## config.mk

```make
export PLATFORM = sky130hd
export DESIGN_NAME = uart_rx_flat
export DESIGN_NICKNAME = d
export VERILOG_FILES = /design/src/rtl/uart_rx_if.sv /design/src/rtl/uart_rx.sv /design/src/flat_wrapper.sv
export SDC_FILE = /design/constraint.sdc
export NUM_CORES = 1
export LEC_CHECK = 0
export ABC_CLOCK_PERIOD_IN_PS = 6200
export CORE_MARGIN = 8
export CORE_UTILIZATION = 45
export DETAILED_ROUTE_END_ITERATION = 16
export GPL_TIMING_DRIVEN = 0
export PLACE_DENSITY = 0.74
export SLEW_MARGIN = 15
export SYNTH_ARGS = -nofsm -noshare
export SYNTH_HDL_FRONTEND = slang
export SYNTH_SLANG_ARGS = --single-unit
export TNS_END_PERCENT = 10
```

## constraint.sdc

```tcl
create_clock -name clk -period 6.2 [get_ports clk]
set_clock_uncertainty 0.15 [all_clocks]
set_input_delay 1.24 -clock clk [delete_from_list [all_inputs] [get_ports clk]]
set_output_delay 1.24 -clock clk [all_outputs]
set_load 0.03 [all_outputs]
```

## src/rtl/uart_rx_if.sv

```systemverilog
// Signal bundle for the UART receiver: serial line in, received byte and
// status strobes out.
interface uart_rx_if;
   logic       rx;     // serial data line, idles high, asynchronous to clk
   logic [7:0] data;   // last correctly framed byte
   logic       rcv;    // one-cycle strobe: data just updated
   logic       ferr;   // one-cycle strobe: stop bit sampled low
   logic       busy;   // frame in progress

   // Side that drives the line and consumes the results
   modport master (
      output rx,
      input  data,
      input  rcv,
      input  ferr,
      input  busy
   );

   // The receiver itself
   modport slave (
      input  rx,
      output data,
      output rcv,
      output ferr,
      output busy
   );
endinterface

```

## src/rtl/uart_rx.sv

```systemverilog
// UART receiver: 8N1 framing, mid-bit sampling driven by a down-counting
// baud timer. BAUDRATE is the number of clk cycles per bit period.
module uart_rx #(
   parameter int unsigned BAUDRATE = 5208
) (
   input  logic      clk,
   input  logic      rst,
   uart_rx_if.slave  bus
);

   // Counter just wide enough to hold BAUDRATE-1 (never wraps in a period)
   localparam int unsigned CW = $clog2(BAUDRATE);

   // Reload values: the counter expires one cycle after it reaches zero,
   // so loading N-1 yields a sample exactly N cycles after the load.
   localparam logic [CW-1:0] HALF_LD = CW'(BAUDRATE / 2 - 1);
   localparam logic [CW-1:0] FULL_LD = CW'(BAUDRATE - 1);

   // Receiver states
   localparam logic [2:0] IDLE  = 3'd0;
   localparam logic [2:0] START = 3'd1;
   localparam logic [2:0] DATA  = 3'd2;
   localparam logic [2:0] STOP  = 3'd3;
   localparam logic [2:0] BREAK = 3'd4;

   logic          rx_meta;
   logic          rxs;
   logic [2:0]    state;
   logic [CW-1:0] cnt;
   logic [2:0]    bitcnt;
   logic [7:0]    shreg;
   logic [7:0]    data_q;
   logic          rcv_q;
   logic          ferr_q;
   logic          tick;

   // Baud timer has reached the sample point
   assign tick = (cnt == '0);

   // Two-flop synchroniser; resets to the idle (high) line level
   always_ff @(posedge clk) begin
      if (rst) begin
         rx_meta <= 1'b1;
         rxs     <= 1'b1;
      end else begin
         rx_meta <= bus.rx;
         rxs     <= rx_meta;
      end
   end

   // Frame state machine with baud timer, bit counter and output strobes
   always_ff @(posedge clk) begin
      if (rst) begin
         state  <= IDLE;
         cnt    <= '0;
         bitcnt <= '0;
         shreg  <= '0;
         data_q <= '0;
         rcv_q  <= 1'b0;
         ferr_q <= 1'b0;
      end else begin
         rcv_q  <= 1'b0;
         ferr_q <= 1'b0;
         case (state)
            IDLE: begin
               if (!rxs) begin
                  state  <= START;
                  bitcnt <= '0;
                  cnt    <= HALF_LD;
               end
            end

            START: begin
               if (tick) begin
                  if (!rxs) begin
                     state <= DATA;
                     cnt   <= FULL_LD;
                  end else begin
                     // line went back high: false start, drop silently
                     state <= IDLE;
                  end
               end else begin
                  cnt <= cnt - CW'(1);
               end
            end

            DATA: begin
               if (tick) begin
                  shreg  <= {rxs, shreg[7:1]};
                  cnt    <= FULL_LD;
                  bitcnt <= bitcnt + 3'd1;
                  if (bitcnt == 3'd7) begin
                     state <= STOP;
                  end
               end else begin
                  cnt <= cnt - CW'(1);
               end
            end

            STOP: begin
               if (tick) begin
                  if (rxs) begin
                     data_q <= shreg;
                     rcv_q  <= 1'b1;
                     state  <= IDLE;
                  end else begin
                     ferr_q <= 1'b1;
                     state  <= BREAK;
                  end
               end else begin
                  cnt <= cnt - CW'(1);
               end
            end

            BREAK: begin
               // wait out a held-low line before looking for a new start
               if (rxs) begin
                  state <= IDLE;
               end
            end

            default: begin
               state <= IDLE;
            end
         endcase
      end
   end

   // Outputs
   assign bus.data = data_q;
   assign bus.rcv  = rcv_q;
   assign bus.ferr = ferr_q;
   assign bus.busy = (state != IDLE);

endmodule

```

## src/flat_wrapper.sv

```systemverilog
// flat-port wrapper written by rule: the top's interface ports become plain ports
module uart_rx_flat 
#(
   parameter int unsigned BAUDRATE = 5208
)
  (clk, rst, bus_rx, bus_data, bus_rcv, bus_ferr, bus_busy);
  uart_rx_if bus_i ();
  input  logic clk;
  input  logic rst;
  input wire logic [$bits(bus_i.rx)-1:0] bus_rx;
  output wire logic [$bits(bus_i.data)-1:0] bus_data;
  output wire logic [$bits(bus_i.rcv)-1:0] bus_rcv;
  output wire logic [$bits(bus_i.ferr)-1:0] bus_ferr;
  output wire logic [$bits(bus_i.busy)-1:0] bus_busy;
  assign bus_i.rx = bus_rx;
  assign bus_data = bus_i.data;
  assign bus_rcv = bus_i.rcv;
  assign bus_ferr = bus_i.ferr;
  assign bus_busy = bus_i.busy;
  uart_rx #(.BAUDRATE(BAUDRATE)) u_core (.clk(clk), .rst(rst), .bus(bus_i));
endmodule
```

==> metrics.md <==
| Metric | Value |
|---|---|
| Status | complete, no violations |
| Worst setup EP type | primary output |
| WL/cell | around 14 um |
| Port bufs | 13 |
| Post-synthesis cell count | 230 |
| Root Buffer | clkbuf_8 |
| Min cycle time layout | 3220 ps |
| Post-Route WL | about 4.3 mm |
| Vias in the first global route | 1,599 |
| Post-CTS setup buffers | 0 |
| Seq/Total Area, Yosys | 41.4% |
| Detail Route Antenna Nets | 0 |
| Final hold viol count | 0 |
| DIE AREA | between 0.006 and 0.007 mm^2 |
| Hold crit path type | reg2reg |
| Antenna violations before repair | 0 |
| Number of nets in the layout | 257 |
| Syn-to-layout area delta | 16.2% |
| Sinks on Clock Net | 39 |
| Rows | 23 |
| Unrepaired setup endpoints after global routing | no |
| Synth top area cells | dfxtp_1 (41%), a21oi_1 (7.2%), nand2_1 (6.0%), mux2i_1 (4.8%), nor2_1 (3.8%) |
| Diodes inserted | 0 |
| Max Root-Sink Buffers | 2 |
| Mapped cell area | 0.00189 mm^2 |
| Distinct cells, synth | 44 |
| Latest clock arrival within the worst-skew pair | about 290 ps |
| Crit path max fanout | 10 |
| CTS H-tree depth | 2 |
| CP Launch Type | register |
| Ys async rst share | 0% |
| Max cap viols | 0 |
| Slew Viols, Final | 0 |
| CTS Hold Buffers Added | 0 |
| DR vias/cell | between 5 and 6 |
| PwrDens | roughly 280 mW/mm^2 |
| Post-Syn Nets | 237 |
| Layout cells sized above 1 | 7.17% |
| Final critical-path share of the clock period | 51.9% |
| Post-synth EDFFs | 0 |
| Total gr overflow | 0 |
| Synthesized flop and latch total | 39 |
| Post-synth top flop | dfxtp_1 |
| Worst vdd ir | 0.000192 V |
| Req. time, crit path | 4810 ps |
| Dpl hpwl | 2.95 mm |
| Slew @ Worst Pin | roughly 1000 ps |
| CTS tree | done |
| IO Count | 14 |
| Most common cell after layout, fill and taps aside | dfxtp_1 |
| Total number of vias | between 1,500 and 2,000 |
| Post-CTS sizing | 0 |
| Clock Pin Slew Worst Setup and Hold Paths | about 80 ps |
| Inserted Clock Buffers | 5 |
| Die height | 80.8 um |
| Crit Path Class | reg2out |
| Setup TNS | 0 ps |
| Synthesized area per cell | between 8 and 9 um^2 |
| Fmax | 311 MHz |
| Setup-failing EPs final | 0 |
| Min Hold Slack | roughly 260 ps |
| Leakage | 0.845 nW |
| Largest net degree at the start of global routing | 14 |
| Slew headroom | 32.3% |
| Drt drc | 0 |
| Global Route Usage Sum | 14.2% |
| Warnings, synthesis | 0 |
| Drt first-iter violations | between 200 and 250 |
| Arr. time, crit path | 1830 ps |
| Die Wd | 80.8 um |
| Drt first pass iters | 4 |
| Synth top area share | between 40% and 50% |
| First-pass GRT wire length | 7.44 mm |
| Initial Util | 46.9% |
| GPL Wtd Cong | 0.889 |
| Cell taking the most area after synthesis | dfxtp_1 |
| Commonest non-fill, non-tap cells in the layout | dfxtp_1 (39), nand2_1 (30), a21oi_1 (27), nor2_1 (19), clkdlybuf4s50_1 (13) |
| Core area | around 0.004 mm^2 |
==> area by class of cell <==
class                      instances  area (um^2)
timing repair buffer              13          130
sequential                        39          781
clock buffer                       5         68.8
inverter                          10         37.5
clock inverter                     3         43.8
buffer                            11         41.3
tap                               50         62.6
multi-input combinational        170         1030
fill                             395         1840
==> synth_stat cells, types with 2 or more instances <==
master,count
dfxtp_1,39
nand2_1,30
a21oi_1,27
nor2_1,19
clkbuf_1,10
inv_1,10
mux2i_1,9
nor3_1,9
a211oi_1,8
nand3_1,6
o21ai_1,6
nor4_1,5
or2_2,5
ha_1,4
and3_1,3
nand2b_1,3
o32ai_1,3
or3_1,3
nand3b_1,2
nand4_1,2
nor4b_1,2
o21ai_0,2
or3b_1,2
==> critical path, stage by stage (launching register included) <==
cell and delay, ps:
dfxtp_1 330, clkbuf_1 340, or3_1 190, clkdlybuf4s50_1 670
==> final timing paths <==
check        cells after the start             from               end  slack, ps
max                              3  u_core.state[0]          bus_busy       2980
min                              1   u_core.rx_meta        u_core.rxs        260
max reg2reg                      8    u_core.cnt[0]  u_core.bitcnt[1]       3510
min reg2reg                      1   u_core.rx_meta        u_core.rxs        260
==> cells by family after synthesis <==
kind of cell | Yosys count | synth area share, %
and+or+nand+nor | 101 | 28.9
AOI/OAI and AO/OA | 54 | 17.1
DFF | 39 | 41.4
buffers and inverters | 21 | 4.18
muxes | 10 | 5.37
adders and majority gates | 4 | 2.65
xor gates and xnor gates | 1 | 0.464
==> through the flow <==
step	cells	worst slack [ps]	total power, mW	util [%]	instance area (um^2)
after floorplan	230	3880	0.379	-	1890
after global placement	293	3200	0.409	51.6	2080
after detailed placement	293	3160	0.411	51.6	2080
after CTS	301	3010	0.622	54.4	2190
after global routing	301	2930	0.652	54.4	2190
final	301	2980	0.621	54.4	2190
==> registers in the layout (all words and copies together) (netlist names) <==
register and cells:
u_core.bitcnt 3, u_core.bus.data 8, u_core.bus.ferr 1, u_core.bus.rcv 1, u_core.cnt 13, u_core.rx_meta 1
u_core.rxs 1, u_core.shreg 8, u_core.state 3
==> power by group <==
| group | switching (mW) | internal [mW] |
|---|---|---|
| Sequential | 0.0111 | 0.260 |
| Clock | 0.0924 | 0.120 |
| Combinational | 0.0884 | 0.0493 |
| Total | 0.192 | 0.429 |
==> routing by layer <==
layer  wire, um  vias to the layer above  track usage [%]
li1           -                      865                -
met1       1930                      805             17.8
met2       1960                       58             22.9
met3        339                        9             3.53
met4         74                        0             5.54
met5          0                        -                0
Note: power is estimated with default switching activity, not from simulation.
